File: config.mk
export PLATFORM = sky130hd
export DESIGN_NAME = fcore_program_sequencer
export DESIGN_NICKNAME = d
export VERILOG_FILES = /design/src/rtl/fcore_program_sequencer.sv
export SDC_FILE = /design/constraint.sdc
export NUM_CORES = 1
export LEC_CHECK = 0
export BUFFER_PORTS_ARGS = -buffer_cell sky130_fd_sc_hd__clkbuf_2
export CORE_ASPECT_RATIO = 1.25
export CORE_MARGIN = 3
export CORE_UTILIZATION = 45
export CTS_CLUSTER_DIAMETER = 200
export DETAILED_ROUTE_END_ITERATION = 10
export PLACE_DENSITY_LB_ADDON = 0.12
export SYNTH_ARGS = -nofsm -noshare
export SYNTH_HDL_FRONTEND = slang
export SYNTH_SLANG_ARGS = --single-unit
File: constraint.sdc
create_clock -name clock -period 7.6 [get_ports clock]
set_input_delay 1.52 -clock clock [delete_from_list [all_inputs] [get_ports clock]]
set_output_delay 1.52 -clock clock [all_outputs]
set_load 0.01 [all_outputs]
File: src/rtl/fcore_program_sequencer.sv
// fCore program sequencer: fetches two-word instructions from the instruction store and issues
// each one once per active channel over a valid/ready handshake, with watchdog, abort and fault reporting.
module fcore_program_sequencer #(
    parameter int PC_WIDTH          = 12,
    parameter int INSTRUCTION_WIDTH = 32,
    parameter int OPCODE_WIDTH      = 5,
    parameter int MAX_CHANNELS      = 8,
    parameter int LOAD_OPCODE       = 8,
    parameter int STOP_OPCODE       = 12,
    parameter int WATCHDOG_WIDTH    = 24,
    localparam int CH_W             = $clog2(MAX_CHANNELS)
) (
    input  logic                           clock,
    input  logic                           reset,
    input  logic                           run,
    input  logic                           abort,
    input  logic [CH_W-1:0]                n_channels,
    input  logic [15:0]                    program_size,
    input  logic [WATCHDOG_WIDTH-1:0]      cycle_budget,
    input  logic [2*INSTRUCTION_WIDTH-1:0] instruction_in,
    output logic [PC_WIDTH-1:0]            program_counter,
    output logic                           fetch_enable,
    output logic [INSTRUCTION_WIDTH-1:0]   instr_data,
    output logic [CH_W-1:0]                instr_dest,
    output logic                           instr_valid,
    input  logic                           instr_ready,
    output logic [INSTRUCTION_WIDTH-1:0]   load_data,
    output logic                           busy,
    output logic                           done,
    output logic                           fault,
    output logic [1:0]                     fault_code
);

    // Extended width so PC advance overflow is still compared against program_size.
    localparam int PX_W = ((PC_WIDTH > 16) ? PC_WIDTH : 16) + 1;

    typedef enum logic [2:0] {S_IDLE, S_FETCH, S_WAIT, S_ISSUE, S_DONE, S_FAULT} state_t;

    state_t                        state_q, state_d;
    logic [PC_WIDTH-1:0]           pc_q, pc_d;
    logic [CH_W-1:0]               ch_q, ch_d;
    logic [CH_W-1:0]               nch_q, nch_d;
    logic [15:0]                   size_q, size_d;
    logic [WATCHDOG_WIDTH-1:0]     budget_q, budget_d;
    logic [WATCHDOG_WIDTH-1:0]     wd_q, wd_d;
    logic [INSTRUCTION_WIDTH-1:0]  data_q, data_d;
    logic [INSTRUCTION_WIDTH-1:0]  load_q, load_d;
    logic                          valid_q, valid_d;
    logic                          fetch_q, fetch_d;
    logic                          busy_q, busy_d;
    logic                          done_q, done_d;
    logic                          fault_q, fault_d;
    logic [1:0]                    code_q, code_d;

    logic [WATCHDOG_WIDTH-1:0]     wd_inc;
    logic [PX_W-1:0]               pc_next;
    logic                          is_load;
    logic                          is_stop;

    always_comb begin
        state_d  = state_q;
        pc_d     = pc_q;
        ch_d     = ch_q;
        nch_d    = nch_q;
        size_d   = size_q;
        budget_d = budget_q;
        wd_d     = wd_q;
        data_d   = data_q;
        load_d   = load_q;
        fault_d  = fault_q;
        code_d   = code_q;

        wd_inc  = wd_q + WATCHDOG_WIDTH'(1);
        is_load = (data_q[OPCODE_WIDTH-1:0] == OPCODE_WIDTH'(LOAD_OPCODE));
        is_stop = (data_q[OPCODE_WIDTH-1:0] == OPCODE_WIDTH'(STOP_OPCODE));
        pc_next = PX_W'(pc_q) + (is_load ? PX_W'(2) : PX_W'(1));

        case (state_q)
            S_IDLE: begin
                if (run && !abort) begin
                    state_d  = S_FETCH;
                    pc_d     = '0;
                    ch_d     = '0;
                    wd_d     = '0;
                    nch_d    = n_channels;
                    size_d   = program_size;
                    budget_d = cycle_budget;
                    fault_d  = 1'b0;
                    code_d   = 2'd0;
                end
            end
            S_FETCH: state_d = S_WAIT;
            S_WAIT: begin
                data_d  = instruction_in[INSTRUCTION_WIDTH-1:0];
                load_d  = (instruction_in[OPCODE_WIDTH-1:0] == OPCODE_WIDTH'(LOAD_OPCODE))
                          ? instruction_in[2*INSTRUCTION_WIDTH-1:INSTRUCTION_WIDTH] : '0;
                state_d = S_ISSUE;
            end
            S_ISSUE: begin
                if (is_stop) begin
                    state_d = S_DONE;
                end else if (valid_q && instr_ready) begin
                    if (ch_q < nch_q) begin
                        ch_d = ch_q + CH_W'(1);
                    end else begin
                        ch_d = '0;
                        if (pc_next >= PX_W'(size_q)) begin
                            state_d = S_FAULT;
                            code_d  = 2'd1;
                        end else begin
                            pc_d    = pc_next[PC_WIDTH-1:0];
                            state_d = S_FETCH;
                        end
                    end
                end
            end
            default: state_d = S_IDLE;
        endcase

        // Watchdog overrides normal completion and PC overrun; abort overrides everything.
        if (state_q inside {S_FETCH, S_WAIT, S_ISSUE}) begin
            wd_d = wd_inc;
            if ((budget_q != '0) && (wd_inc == budget_q)) begin
                state_d = S_FAULT;
                code_d  = 2'd2;
            end
        end
        if (abort && (state_q != S_IDLE)) begin
            state_d = S_IDLE;
            code_d  = code_q;
        end

        fetch_d = (state_d == S_FETCH);
        busy_d  = (state_d inside {S_FETCH, S_WAIT, S_ISSUE});
        done_d  = (state_d == S_DONE);
        valid_d = (state_d == S_ISSUE) && (data_d[OPCODE_WIDTH-1:0] != OPCODE_WIDTH'(STOP_OPCODE));
        if (state_d == S_FAULT) begin
            fault_d = 1'b1;
        end
    end

    always_ff @(posedge clock or posedge reset) begin
        if (reset) begin
            state_q  <= S_IDLE;
            pc_q     <= '0;
            ch_q     <= '0;
            nch_q    <= '0;
            size_q   <= '0;
            budget_q <= '0;
            wd_q     <= '0;
            data_q   <= '0;
            load_q   <= '0;
            valid_q  <= 1'b0;
            fetch_q  <= 1'b0;
            busy_q   <= 1'b0;
            done_q   <= 1'b0;
            fault_q  <= 1'b0;
            code_q   <= 2'd0;
        end else begin
            state_q  <= state_d;
            pc_q     <= pc_d;
            ch_q     <= ch_d;
            nch_q    <= nch_d;
            size_q   <= size_d;
            budget_q <= budget_d;
            wd_q     <= wd_d;
            data_q   <= data_d;
            load_q   <= load_d;
            valid_q  <= valid_d;
            fetch_q  <= fetch_d;
            busy_q   <= busy_d;
            done_q   <= done_d;
            fault_q  <= fault_d;
            code_q   <= code_d;
        end
    end

    assign program_counter = pc_q;
    assign fetch_enable    = fetch_q;
    assign instr_data      = data_q;
    assign instr_dest      = ch_q;
    assign instr_valid     = valid_q;
    assign load_data       = load_q;
    assign busy            = busy_q;
    assign done            = done_q;
    assign fault           = fault_q;
    assign fault_code      = code_q;

endmodule

# Word-level counts from Yosys, hierarchy flattened

Cells that the tools add are included.

Latch bits: 0
Memories kept: 0
Bits of input ports: 112
Register bits: 156
Word-level logic and storage cells: 97
Memory bits (writable): 0
Bits in read-only memories: 0

Reductions and logical operators: 21
Div/mod/pow operators: 0
Shift-type cells: 0
Multipliers: 0
Mux-type cells: 37
$lt $le $gt $ge: 2
Bitwise operators: 0
Add/subtract/negate cells: 3
Eq/ne operators: 18

Operators by type and width:

| operator                | count |
|---|---|
| $mux W24                | 3 |
| $mux W12                | 5 |
| $mux W3                 | 12 |
| $mux W32                | 1 |
| $add A24 B1 Y24 const B | 1 |
| $eq A24 B24 Y1          | 1 |
| $pmux W12 S2            | 1 |
| $reduce_bool A24 Y1     | 1 |
| $ge A13 B16 Y1          | 1 |
| $mux W2                 | 8 |
| $eq A5 B4 Y1 const B    | 3 |
| $add A12 B2 Y13         | 1 |
| $eq A3 B2 Y1 const B    | 4 |
| $pmux W3 S4             | 1 |
| $ne A2 B2 Y1 const B    | 5 |
| $reduce_bool A2 Y1      | 5 |
| $reduce_bool A3 Y1      | 3 |
| $eq A3 B1 Y1 const B    | 2 |
| $eq A3 B3 Y1 const B    | 2 |
| $pmux W3 S2             | 1 |
| $reduce_and A2 Y1       | 3 |
| $reduce_and A6 Y1       | 1 |
| $logic_and A1 B1 Y1     | 5 |
| $mux W5                 | 1 |
| 8 further kinds         | 10 |

# Longest topological paths before layout

Depth after elaboration: 15
Mapped depth: 18

# Least setup slack after synthesis

Ideal clock, no wire load.

Path type: register -> register
From: reg data_q[4], in the netlist instr_data[4]
To: reg pc_q[10], in the netlist program_counter[10]
Period minus slack after synthesis: 4.402 ns
Cell stages (with the launch flop): 17
Setup slack: 3.198 ns
Path buffers: 0
Library setup time: 0.122 ns
Data arrival time: 4.280 ns
Path through: dfrtp_1 nor4b_1 nand2b_1 ha_1 fa_1 nand2_1 nor2_1 and3_1 and3_1 xor2_1 ha_1 and2_1 a221o_1 a221o_1 a211oi_2 o22ai_1 a32o_1

Cells in the longest elaborated chain, start to end: 8
Elaborated cells between the ends (all ways): 13
Classes of those cells: add/sub (1); order compare (1); eq/ne (4); mux (6); reduce/logical (1)

Ends and longest elaborated chain:

| item                                                                   | line | source |
|---|---|---|
| start, declared                                                        | 46   | `logic [INSTRUCTION_WIDTH-1:0] data_q, data_d;` |
| start signal, assigned                                                 | 167  | `data_q <= data_d;` |
| parallel branches: the longest is 8 deep, another holds $ge A13 B16 Y1 | -    |  |
| end signal, assigned                                                   | 161  | `pc_q <= pc_d;` |
| end, declared                                                          | 40   | `logic [PC_WIDTH-1:0] pc_q, pc_d;` |

Parallel ways; which one is timed is not known. The select of a mux whose other input is x is not followed.
A chain may end at the register's enable or synchronous reset.

# Worst setup path after layout

From: reg data_q[4], in the netlist instr_data[4]
To: reg pc_q[3], in the netlist program_counter[3]

Same word-level chain as after synthesis.

==> reports/metrics.yaml <==
outcome: "complete, no violations"
ir_drop_v: 0.000173
critPathCapture: "program_counter[3]"
min_period_over_period_pct: 74.0
r2r_cells: 17
rr_endpoint: "program_counter[3]"
cts_sinks: 156
hold_viol: 0
core-area_sq_um: 17000
drt_iter0_drc: 418
finalNonFillerCells: 1277
ys_async_sr_fraction_pct: 100
htree_num_levels: 4
clockRootBuffer: "clkbuf_16"
dr.pass1.iters: 5
finalWirelength_mm: 21.0
use_met3_pct: 7.39
gp_congestion: 0.814
rsz0062_at_grt: "false"
grt-ovfl-total: 0
crit_required_ns: 7.91
syn_to_final_growth_pct: 21.3
syn_area_per_cell_sq_um: 9.11
final_cell_mix: "239 x nand2_1, 197 x clkbuf_2, 156 x dfrtp_1, 68 x o21ai_0, 37 x nor2_1"
cp_max_fo: 15
clk_pin_slew_ns: 0.07
pre_cts_slack_ns: 2.00
synth.distinct_cells: 62
startpoint: "instr_data[4]"
cts_buffers: 17
post_drt_wl_per_cell_um: 16.4
critPathKind: "register to register"
die_w_um: 125
leakagePower_nw: 4.88
cts.path.max_buffers: 2
cts_tree: "built"
setup_tns_ns: 0
worst_slack_ns: 1.98
num_rows: 53
grt_max_degree: 97
portBuffers: 197
critPathCaptureType: "register"
mostFrequentLayoutCell: "nand2_1"
antenna_found_initial: 0
clock_latency_ns: 0.43
regArea_sq_um: 3900
grt.total_usage_pct: 22.3
finClkSkew_ns: 0.00766
multi_input_area_sq_um: 3750
synth_flop_cell: "dfrtp_1"
grt_pass1_wl_mm: 35.2
setup_viol: 0
antenna_left: 0
pin_count: 198
nFillCells: 1567
initial_core_util_pct: 46.5
busiest_layer: "met2"
placed_cells: 1245
worst_ep_arrival_time_ns: 5.93
post_cts_buffers: 0
synth_edf_count: 0
worstMarginPinSlew_ns: 1.22
r2r-start: "instr_data[4]"
via_per_inst: 5.39
synth_area_sq_um: 7930
final_layout_size_suffix_gt1_share_pct: 24.2
drc: 0
cts.hold.buffers_added: 0
regToRegSetupSlack_ns: 1.98
globalRouteMet1Util_pct: 29.4
cts_resized: 0
dieArea_sq_um: 19300
die_h_um: 154
post-route-min-period_ns: 5.62
vias: 6885
syn_inst: 871
yosysWarnings: 0
drv_slew: 0
use_met2_pct: 35.3
grt_pass1_vias: 6800
place.detailed.hpwl_mm: 14.9
powerDensity_nw_per_um2: 336
fin_util_pct: 56.5
ys_ff_latch: 156
maxCapViolCount: 0
crit_path_start_kind: "register"
fmax_ghz: 0.178
synth_fp_nets: 1003
slew_headroom_pct: 18.7
fin_nets: 1176
seq_area_frac_synth_pct: 49.2
hold_path_class: "register to register"
insertedDiodeCount: 0
-- power by group --
group	internal [mW]	leakage, nW	switching (mW)	total, mW
clock network	0.463	0.289	0.380	0.843
logic	0.413	2.55	0.738	1.15
registers	1.06	2.04	0.183	1.24
total	1.94	4.88	1.30	3.24
-- metrics by stage --
step | hold WS, ns | area (sq um) | total power [mW]
final | 0.477 | 9620 | 3.24
after global routing | 0.496 | 9620 | 3.49
after CTS | 0.483 | 9620 | 3.27
after detailed placement | 0.465 | 9050 | 2.41
after global placement | 0.458 | 9050 | 2.39
after floorplan | 0.447 | 7930 | 2.01
-- flip-flops by register name, indices dropped and copies added (netlist names) --
signal,count
budget_q,24
busy,1
done,1
fault,1
fault_code,2
fetch_enable,1
instr_data,32
instr_dest,3
instr_valid,1
load_data,32
nch_q,3
program_counter,12
size_q,16
state_q,3
wd_q,24
-- worst max-delay path, cell delays in order (launching register included) --
cell	delay, ns
dfrtp_1	0.39
nor4b_1	0.58
nand2b_1	0.20
inv_1	0.14
ha_1	0.14
a21o_1	0.10
nand2_1	0.09
nor3_1	0.39
and3_1	0.31
nand3_1	0.11
xnor2_1	0.23
ha_1	0.28
and2_1	0.16
a221o_1	0.35
a221o_1	0.37
a211oi_2	0.80
o22ai_1	0.52
a32o_1	0.34
-- layout make-up --
type,count,share of cell area (%)
inverter,23,0.949
tap,220,2.86
clock inverter,15,1.55
multi-input combinational,644,39.0
clock buffer,17,4.42
sequential,156,40.6
timing repair buffer,202,10.6
-- per-layer routing --
layer / up-vias / share of wire (%)
met1: 3222 / 44
met4: 0 / 1.7
met2: 241 / 46
li1: 3392 / -
met3: 30 / 8.1
met5: - / 0
-- cell usage after synthesis (15+ instances only) --
master	number	area, sq um
o21ai_0	68	340
nand2_1	240	901
nand3_1	25	125
dfrtp_1	156	3900
clkbuf_1	34	128
a22o_1	32	280
ha_1	19	238
inv_1	23	86.3
a21oi_1	22	110
nor2_1	38	143
xnor2_1	23	201
nor4_1	15	93.8
-- logic make-up after synthesis --
| group | Yosys count | share of synthesized area (%) |
|---|---|---|
| DFF | 156 | 49.2 |
| xor gates and xnor gates | 37 | 4.09 |
| muxes | 1 | 0.142 |
| and+or+nand+nor | 405 | 24.3 |
| buffers and inverters | 71 | 3.60 |
| AOI/OAI and AO/OA | 181 | 15.4 |
| adders and majority gates | 20 | 3.25 |
-- worst min-delay path by stage --
stage,startpoint,end,slack [ns],cells past startpoint
after floorplan,size_q[15],size_q[15],0.45,2
after global placement,instr_data[29],instr_data[29],0.46,2
after detailed placement,instr_data[17],instr_data[17],0.47,2
after CTS,instr_data[17],instr_data[17],0.48,2
after global routing,instr_data[25],instr_data[25],0.50,2
final,instr_data[17],instr_data[17],0.48,2
No activity file was read; power rests on OpenSTA's default activity.
